### src/rtl/bus_serial_tx_if.sv
`default_nettype none
// ============================================================================
// Module   : bus_serial_tx_if
// Purpose  : Request/serial-bus bundle between a bus requester and the
//            bus_serial_tx serializer. The requester drives the transfer
//            request and the receiver-side ready; the serializer drives the
//            serial lanes and status.
// Revision : 1.0 - initial release
// ============================================================================
interface bus_serial_tx_if #(
  parameter int ADDR_WIDTH = 12,
  parameter int DATA_WIDTH = 8
) ();

  // Request side
  logic                  start;
  logic                  write_en;
  logic [ADDR_WIDTH-1:0] addr_in;
  logic [DATA_WIDTH-1:0] data_in;

  // Flow control from the downstream receiver
  logic                  ready;

  // Serial lanes and status
  logic                  tx_address;
  logic                  tx_addr_valid;
  logic                  tx_data;
  logic                  tx_data_valid;
  logic                  busy;
  logic                  done;

  // Requester view: issues transfers and observes the serial lanes
  modport master (
    output start,
    output write_en,
    output addr_in,
    output data_in,
    output ready,
    input  tx_address,
    input  tx_addr_valid,
    input  tx_data,
    input  tx_data_valid,
    input  busy,
    input  done
  );

  // Serializer view: accepts transfers and drives the serial lanes
  modport slave (
    input  start,
    input  write_en,
    input  addr_in,
    input  data_in,
    input  ready,
    output tx_address,
    output tx_addr_valid,
    output tx_data,
    output tx_data_valid,
    output busy,
    output done
  );

endinterface
`default_nettype wire

### src/rtl/bus_serial_tx.sv
`default_nettype none
// ============================================================================
// Module   : bus_serial_tx
// Purpose  : Master-side serializer for the system bus. Latches an address,
//            a write byte and the write flag on a start pulse, then shifts
//            the address LSB-first on tx_address followed (writes only) by
//            the data byte LSB-first on tx_data. A low ready stalls the
//            current bit for as long as it stays low.
// Options  : define BUS_SERIAL_TX_PARITY_EN to append an even-parity cycle
//            after the address word and after the data word.
// Revision : 1.0 - initial release
// ============================================================================
module bus_serial_tx #(
  parameter int ADDR_WIDTH = 12,
  parameter int DATA_WIDTH = 8
) (
  input  wire logic     clk,
  input  wire logic     reset,
  bus_serial_tx_if.slave bus
);

  // --------------------------------------------------------------------------
  // Derived constants
  // --------------------------------------------------------------------------
  // One shared bit index serves both words, so it is sized for the longer one.
  localparam int MAX_WIDTH = (ADDR_WIDTH > DATA_WIDTH) ? ADDR_WIDTH : DATA_WIDTH;
  localparam int IDX_W     = (MAX_WIDTH > 1) ? $clog2(MAX_WIDTH) : 1;

  localparam logic [IDX_W-1:0] IDX_ZERO  = '0;
  localparam logic [IDX_W-1:0] IDX_ONE   = IDX_W'(1);
  localparam logic [IDX_W-1:0] ADDR_LAST = IDX_W'(ADDR_WIDTH - 1);
  localparam logic [IDX_W-1:0] DATA_LAST = IDX_W'(DATA_WIDTH - 1);

  // State encoding
  localparam int          ST_W     = 3;
  localparam logic [ST_W-1:0] ST_IDLE = 3'd0;
  localparam logic [ST_W-1:0] ST_ADDR = 3'd1;
  localparam logic [ST_W-1:0] ST_DATA = 3'd2;
  localparam logic [ST_W-1:0] ST_DONE = 3'd3;
`ifdef BUS_SERIAL_TX_PARITY_EN
  localparam logic [ST_W-1:0] ST_ADDR_PAR = 3'd4;
  localparam logic [ST_W-1:0] ST_DATA_PAR = 3'd5;
`endif

  // --------------------------------------------------------------------------
  // Registers and next-state values
  // --------------------------------------------------------------------------
  logic [ST_W-1:0]       state_q, state_d;
  logic [IDX_W-1:0]      idx_q,   idx_d;
  logic [ADDR_WIDTH-1:0] addr_q,  addr_d;
  logic [DATA_WIDTH-1:0] data_q,  data_d;
  logic                  we_q,    we_d;

  // Both words are zero-extended to a common width so the shared index can
  // select a bit from either without a width mismatch.
  logic [MAX_WIDTH-1:0]  w_addr_ext;
  logic [MAX_WIDTH-1:0]  w_data_ext;
  logic                  w_addr_bit;
  logic                  w_data_bit;

  assign w_addr_ext = MAX_WIDTH'(addr_q);
  assign w_data_ext = MAX_WIDTH'(data_q);
  assign w_addr_bit = w_addr_ext[idx_q];
  assign w_data_bit = w_data_ext[idx_q];

`ifdef BUS_SERIAL_TX_PARITY_EN
  logic w_addr_par;
  logic w_data_par;

  assign w_addr_par = ^addr_q;
  assign w_data_par = ^data_q;
`endif

  // --------------------------------------------------------------------------
  // State register: FSM state, bit index and the latched transfer
  // --------------------------------------------------------------------------
  always_ff @(posedge clk) begin
    if (reset) begin
      state_q <= ST_IDLE;
      idx_q   <= IDX_ZERO;
      addr_q  <= '0;
      data_q  <= '0;
      we_q    <= 1'b0;
    end else begin
      state_q <= state_d;
      idx_q   <= idx_d;
      addr_q  <= addr_d;
      data_q  <= data_d;
      we_q    <= we_d;
    end
  end

  // --------------------------------------------------------------------------
  // Next-state logic: accept in IDLE, advance one bit per ready cycle
  // --------------------------------------------------------------------------
  always_comb begin
    state_d = state_q;
    idx_d   = idx_q;
    addr_d  = addr_q;
    data_d  = data_q;
    we_d    = we_q;

    case (state_q)
      ST_IDLE: begin
        // start is only honoured here; later pulses are simply dropped
        if (bus.start) begin
          addr_d  = bus.addr_in;
          data_d  = bus.data_in;
          we_d    = bus.write_en;
          idx_d   = IDX_ZERO;
          state_d = ST_ADDR;
        end
      end

      ST_ADDR: begin
        if (bus.ready) begin
          if (idx_q == ADDR_LAST) begin
            idx_d = IDX_ZERO;
`ifdef BUS_SERIAL_TX_PARITY_EN
            state_d = ST_ADDR_PAR;
`else
            state_d = we_q ? ST_DATA : ST_DONE;
`endif
          end else begin
            idx_d = idx_q + IDX_ONE;
          end
        end
      end

`ifdef BUS_SERIAL_TX_PARITY_EN
      ST_ADDR_PAR: begin
        if (bus.ready) begin
          state_d = we_q ? ST_DATA : ST_DONE;
        end
      end
`endif

      ST_DATA: begin
        if (bus.ready) begin
          if (idx_q == DATA_LAST) begin
            idx_d = IDX_ZERO;
`ifdef BUS_SERIAL_TX_PARITY_EN
            state_d = ST_DATA_PAR;
`else
            state_d = ST_DONE;
`endif
          end else begin
            idx_d = idx_q + IDX_ONE;
          end
        end
      end

`ifdef BUS_SERIAL_TX_PARITY_EN
      ST_DATA_PAR: begin
        if (bus.ready) begin
          state_d = ST_DONE;
        end
      end
`endif

      ST_DONE: begin
        // One-cycle completion, never stalled
        state_d = ST_IDLE;
      end

      default: begin
        state_d = ST_IDLE;
        idx_d   = IDX_ZERO;
      end
    endcase
  end

  // --------------------------------------------------------------------------
  // Output decode: driven from registered state only, no input feedthrough
  // --------------------------------------------------------------------------
  always_comb begin
    bus.tx_address    = 1'b0;
    bus.tx_addr_valid = 1'b0;
    bus.tx_data       = 1'b0;
    bus.tx_data_valid = 1'b0;
    bus.busy          = 1'b0;
    bus.done          = 1'b0;

    case (state_q)
      ST_ADDR: begin
        bus.tx_address    = w_addr_bit;
        bus.tx_addr_valid = 1'b1;
        bus.busy          = 1'b1;
      end

`ifdef BUS_SERIAL_TX_PARITY_EN
      ST_ADDR_PAR: begin
        bus.tx_address    = w_addr_par;
        bus.tx_addr_valid = 1'b1;
        bus.busy          = 1'b1;
      end
`endif

      ST_DATA: begin
        bus.tx_data       = w_data_bit;
        bus.tx_data_valid = 1'b1;
        bus.busy          = 1'b1;
      end

`ifdef BUS_SERIAL_TX_PARITY_EN
      ST_DATA_PAR: begin
        bus.tx_data       = w_data_par;
        bus.tx_data_valid = 1'b1;
        bus.busy          = 1'b1;
      end
`endif

      ST_DONE: begin
        bus.done = 1'b1;
        bus.busy = 1'b1;
      end

      default: begin
        bus.busy = 1'b0;
      end
    endcase
  end

endmodule
`default_nettype wire

### src/flat_wrapper.sv
// flat-port wrapper written by rule: the top's interface ports become plain ports
module bus_serial_tx_flat 
#(
  parameter int ADDR_WIDTH = 12,
  parameter int DATA_WIDTH = 8
)
  (clk, reset, bus_start, bus_write_en, bus_addr_in, bus_data_in, bus_ready, bus_tx_address, bus_tx_addr_valid, bus_tx_data, bus_tx_data_valid, bus_busy, bus_done);
  bus_serial_tx_if #(.ADDR_WIDTH(ADDR_WIDTH), .DATA_WIDTH(DATA_WIDTH)) bus_i ();
  input  wire logic clk;
  input  wire logic reset;
  input wire logic [$bits(bus_i.start)-1:0] bus_start;
  input wire logic [$bits(bus_i.write_en)-1:0] bus_write_en;
  input wire logic [$bits(bus_i.addr_in)-1:0] bus_addr_in;
  input wire logic [$bits(bus_i.data_in)-1:0] bus_data_in;
  input wire logic [$bits(bus_i.ready)-1:0] bus_ready;
  output wire logic [$bits(bus_i.tx_address)-1:0] bus_tx_address;
  output wire logic [$bits(bus_i.tx_addr_valid)-1:0] bus_tx_addr_valid;
  output wire logic [$bits(bus_i.tx_data)-1:0] bus_tx_data;
  output wire logic [$bits(bus_i.tx_data_valid)-1:0] bus_tx_data_valid;
  output wire logic [$bits(bus_i.busy)-1:0] bus_busy;
  output wire logic [$bits(bus_i.done)-1:0] bus_done;
  assign bus_i.start = bus_start;
  assign bus_i.write_en = bus_write_en;
  assign bus_i.addr_in = bus_addr_in;
  assign bus_i.data_in = bus_data_in;
  assign bus_i.ready = bus_ready;
  assign bus_tx_address = bus_i.tx_address;
  assign bus_tx_addr_valid = bus_i.tx_addr_valid;
  assign bus_tx_data = bus_i.tx_data;
  assign bus_tx_data_valid = bus_i.tx_data_valid;
  assign bus_busy = bus_i.busy;
  assign bus_done = bus_i.done;
  bus_serial_tx #(.ADDR_WIDTH(ADDR_WIDTH), .DATA_WIDTH(DATA_WIDTH)) u_core (.clk(clk), .reset(reset), .bus(bus_i));
endmodule
### config.mk
export PLATFORM = sky130hd
export DESIGN_NAME = bus_serial_tx_flat
export DESIGN_NICKNAME = d
export VERILOG_FILES = /design/src/rtl/bus_serial_tx_if.sv /design/src/rtl/bus_serial_tx.sv /design/src/flat_wrapper.sv
export SDC_FILE = /design/constraint.sdc
export NUM_CORES = 1
export LEC_CHECK = 0
export CAP_MARGIN = 20
export CORE_MARGIN = 3
export CORE_UTILIZATION = 49
export CTS_CLUSTER_SIZE = 28
export DETAILED_ROUTE_END_ITERATION = 12
export HOLD_SLACK_MARGIN = 0.06
export PLACE_DENSITY = 0.8
export SETUP_SLACK_MARGIN = 0.5
export SYNTH_ARGS = -nofsm -noshare
export SYNTH_HDL_FRONTEND = slang
export SYNTH_SLANG_ARGS = --single-unit
### constraint.sdc
create_clock -name clk -period 2.5 [get_ports clk]
set_clock_uncertainty 0.2 [all_clocks]
set_input_delay 0.25 -clock clk [delete_from_list [all_inputs] [get_ports clk]]
set_output_delay 0.25 -clock clk [all_outputs]
set_load 0.005 [all_outputs]
Word-level counts from Yosys, hierarchy flattened
Cells that the tools add are included.
W data, S select, Z words.

storage, ports and cells
  output and inout bits = 6
  register bits after elaboration = 28

cells by class
  $add $sub $neg = 1
  mux-type cells = 23
  reductions and logical operators = 5
  eq/ne operators = 10
  order comparisons = 1
  bitwise gates (word level) = 1

operators by type and width
  kind                   number
  $mux W4                5
  $pmux W4 S4            1
  $mux W3                5
  $mux W1                9
  $pmux W3 S3            1
  $bmux W1 S4            2
  $eq A3 B2 Y1 const B   2
  $ne A2 B2 Y1 const B   3
  $lt A4 B5 Y1 const B   1
  $reduce_and A5 Y1      1
  $add A4 B1 Y4 const B  1
  $eq A4 B3 Y1 const B   1
  $eq A4 B4 Y1 const B   1
  $ne A2 B1 Y1 const B   2
  $reduce_and A4 Y1      1
  $eq A3 B1 Y1 const B   1
  $logic_not A3 Y1       1
  $reduce_or A3 Y1       1
  $reduce_and A2 Y1      1
  $not A1 Y1             1

Longest topological paths before layout
  word-level depth = 4
  mapped depth = 6

Worst setup path before layout
OpenSTA, ideal clock, no wires.

  path type = reg-to-reg
  start point = register u_core.state_q[0]
  end point = register u_core.state_q[0]
  stages on the path, launching flop included = 7
  arrival = 1.636 ns
  slack = 0.594 ns
  required time = 2.230 ns
  path buffers = 0
  cell sequence = dfxtp_1 > inv_1 > ha_1 > and4bb_4 > o311ai_2 > or3_1 > a21oi_1

on the way
  word-level cells in the longest chain between the ends = 3

RTL lines
  element                                                        RTL line              source
  start, declared                                                bus_serial_tx.sv:48   logic [ST_W-1:0] state_q, state_d;
  start signal, assigned                                         bus_serial_tx.sv:85   state_q <= state_d;
  $eq A3 B2 Y1 (tied with other cells)                           bus_serial_tx.sv:103  case (state_q)
  $ne A2 B1 Y1 (no source line) or $ne A2 B2 Y1 (tied branches)  -
  $reduce_and A5 Y1 (no source line)                             -

Several ways; a longest one is shown, not always the timed one.
A chain may end at the register's enable or synchronous reset.

Worst setup path after layout
  start point = register u_core.idx_q[0]
  end point = output bus_tx_data

on the way
  word-level cells in the longest chain between the ends = 3

RTL lines
  element                        RTL line              source
  start, declared                bus_serial_tx.sv:49   logic [IDX_W-1:0] idx_q, idx_d;
  start signal, assigned         bus_serial_tx.sv:86   idx_q <= idx_d;
  $bmux W1 S4                    bus_serial_tx.sv:64   assign w_data_bit = w_data_ext[idx_q];
  $mux W1 (not written as such)  bus_serial_tx.sv:64
  $mux W1                        bus_serial_tx.sv:184  case (state_q)
  end, declared                  flat_wrapper.sv:18    output wire logic [$bits(bus_i.tx_data)-1:0] bus_tx_data;

Every way passes these cells. The select of a mux whose other input is x is not followed.

==> flow_summary_export.csv <==
group,metric,value,unit
run_status,outcome,"finished clean",
setup_path,r2r_cells,6,
clocking,ctsRootBufferMaster,"clkbuf_4",
sta,max_slew.worst_pin.slew,0.722,ns
floorplanning,dieArea,3480,µm²
sta,finalCritPeriodShare,92.6,%
setup_path,critPathArrivalTime,1.87,ns
final_layout,area_growth,37.6,%
synth,yosysUniqueCellTypes,30,
setup_path,critPathKind,"reg -> out",
detailed_routing,drtIter0Drc,78,
setup_path,start_kind,"register",
synth,yosys.area.top_type,"dfxtp_1",
pwr,power_density,796,nW/µm²
synth,yosysWarnings,0,
sta,finalSetupTns,0,ns
global_routing,grt_max_degree,22,
final_layout,num_antenna_cells,0,
pwr,leakagePower,0.754,nW
floorplanning,row_count,18,
synth,ys_ff_latch,27,
final_layout,postLayoutCoreUtil,73.6,%
place,gp_congestion,0.822,
floorplanning,ioPinCount,31,
place,placed_area,1680,µm²
place,port_buffers,30,
sta,rsz0062_at_grt,"yes",
sta,maxSlewViolCount,0,
final_layout,stdcell_count,223,
clocking,clock_path_buffers,2,
synth,async_reset_ff_share,0,%
floorplanning,die_w,59.0,µm
clocking,cts_tree,"done",
final_layout,drive_above_1_share,21.8,%
pwr,peakVddDrop,926,µV
detailed_routing,drc_errors,0,
global_routing,antenna_found_initial,0,
clocking,cts_sinks,27,
sta,setup_viol,0,
global_routing,grtUsageTotal,21.1,%
synth,yosys.area.top_type_share,39.3,%
setup_path,endpoint_kind,"output port",
detailed_routing,vias_per_cell,5.64,
floorplanning,die_h,59.0,µm
synth,syn-num-nets,187,
clocking,path_clk_slew,0.14,ns
synth,syn_inst,157,
detailed_routing,routedWlPerCell,16.6,µm
setup_path,endpoint,"bus_tx_data",
synth,yosys-top-cells-area,"dfxtp_1 39%, nand2_1 13%, mux4_1 9.6%",
global_routing,grt_pass1_vias,1177,
final_layout,finish.net_count,224,
synth,seq_area_frac_synth,39.3,%
clocking,cts_buffers,3,
synth,netlist_area,1370,µm²
setup_path,reg2reg_from,"u_core.state_q[0]",
hold_path,whs_path_depth,3,
sta,fin_crit,2.32,ns
setup_path,worstPathRequired,2.05,ns
detailed_routing,ant_nets,0,
final_layout,post-route-cell-area,1890,µm²
clocking,cts_max_level,1,
detailed_routing,first_pass_iters,4,
setup_path,r2r_setup_slack,0.51,ns
place,placed_cells,211,
setup_path,reg2reg_to,"u_core.idx_q[0]",
floorplanning,core,2570,µm²
place,hpwl,2230,µm
sta,max_freq,0.432,GHz
global_routing,grt-ovfl-total,0,
sta,hold_viol,0,
setup_path,startpoint,"u_core.idx_q[0]",
detailed_routing,finalWirelength,3700,µm
run,cap_violations,0,
final_layout,n_fill_cell,208,
synth,synth_ff_type,"dfxtp_1",
clocking,cts-hold-fix-buffers,0,
sta,hold_ws,0.245,ns
floorplanning,start_util,53.5,%
clocking,clk-insertion-delay-late,0.33,ns
synth,avgSynthCellArea,8.75,µm²
global_routing,grt_pass1_wl,5490,µm
detailed_routing,vias,1258,
setup_path,worstPathMaxFanout,3,
sta,slew-limit-headroom,51.7,%
hold_path,hp-class,"in -> reg",
synth,synth-edff-count,0,
==> report_power, final <==
group          switching, W  internal (W)
combinational      0.000374      0.000376
clock              0.000130     0.0000626
sequential        0.0000518      0.000510
==> Yosys cell counts (2+ instances only) <==
library cell and instances:
o211ai_1 2, nor2_1 5, dfxtp_1 27, mux2i_1 3
inv_1 7, mux4_1 5, nand2b_1 2, ha_1 5
clkbuf_1 7, a21oi_1 25, o21ai_0 2, nand2_1 47
buf_6 3
==> placed cells by master (no fill, tap or decap), types with 3 or more instances in the layout <==
| master | count |
|---|---|
| nor2_1 | 4 |
| clkbuf_4 | 3 |
| ha_4 | 4 |
| dlymetal6s2s_1 | 3 |
| mux2i_1 | 3 |
| mux4_2 | 3 |
| buf_4 | 7 |
| inv_1 | 5 |
| dfxtp_1 | 23 |
| clkdlybuf4s50_1 | 25 |
| nand2_1 | 47 |
| buf_6 | 6 |
| dfxtp_4 | 3 |
| a21oi_1 | 24 |
==> worst max-delay path: stages, from the launching register on <==
cell and delay, ns:
dfxtp_4 0.39, buf_6 0.10, mux4_2 0.49, mux2_4 0.27
and3_4 0.18, buf_6 0.11
==> per-layer routing <==
metal | part of all wire, % | vias to the layer above | GRT usage (%)
li1 | - | 608 | -
met4 | 2.9 | 0 | 8.41
met5 | 0 | - | 0
met2 | 53 | 45 | 36.9
met3 | 4.1 | 14 | 4.39
met1 | 40 | 591 | 25.1
==> registers in the layout, summed over array words and instances (netlist names) <==
signal and count:
u_core.addr_q 12, u_core.data_q 8, u_core.idx_q 4, u_core.state_q 2, u_core.we_q 1
==> cell type report <==
cell class              count  area [µm²]  share of cell area [%]
multi-input cells         113         835                    44.1
clock buffers               4        26.3                    1.39
inverters                   7        26.3                    1.39
repair buffers             42         413                    21.8
well taps                  30        37.5                    1.99
flip-flops and latches     27         553                    29.3
==> worst min-delay path by stage <==
stage,startpoint,endpoint,slack (ns)
4_1_cts,bus_write_en,u_core.we_q,0.24
6_report,bus_data_in[4],u_core.data_q[4],0.25
3_3_place_gp,u_core.addr_q[6],u_core.addr_q[6],0.24
3_5_place_dp,u_core.data_q[5],u_core.data_q[5],0.24
5_1_grt,bus_addr_in[0],u_core.addr_q[0],0.24
2_1_floorplan,bus_addr_in[0],u_core.addr_q[0],0.19
==> cell families (layout without fill, tap and decap cells) <==
logic type | Yosys count | after routing | share of synthesized area, %
adders and majority gates | 5 | 5 | 4.55
DFF | 27 | 27 | 39.3
muxes | 9 | 9 | 12.6
AOI/OAI and AO/OA | 35 | 35 | 15.0
and+or+nand+nor | 64 | 64 | 22.2
buffers and inverters | 17 | 53 | 6.28
==> metrics by stage <==
step / power (W) / setup slack, ns
6_report: 0.00150 / 0.184
5_1_grt: 0.00159 / 0.136
4_1_cts: 0.00137 / 0.198
3_5_place_dp: 0.00109 / 0.185
3_3_place_gp: 0.00107 / 0.222
2_1_floorplan: 0.000914 / 0.594
==> timing repair <==
action | CTS | global route
pin swaps | 1 | 6
setup buffers | 4 | 4
endpoints found under the hold margin | 0 | 0
setup endpoints to repair | 8 | 8
resized for setup | 31 | 17
Power figures use the tool's default switching activity.
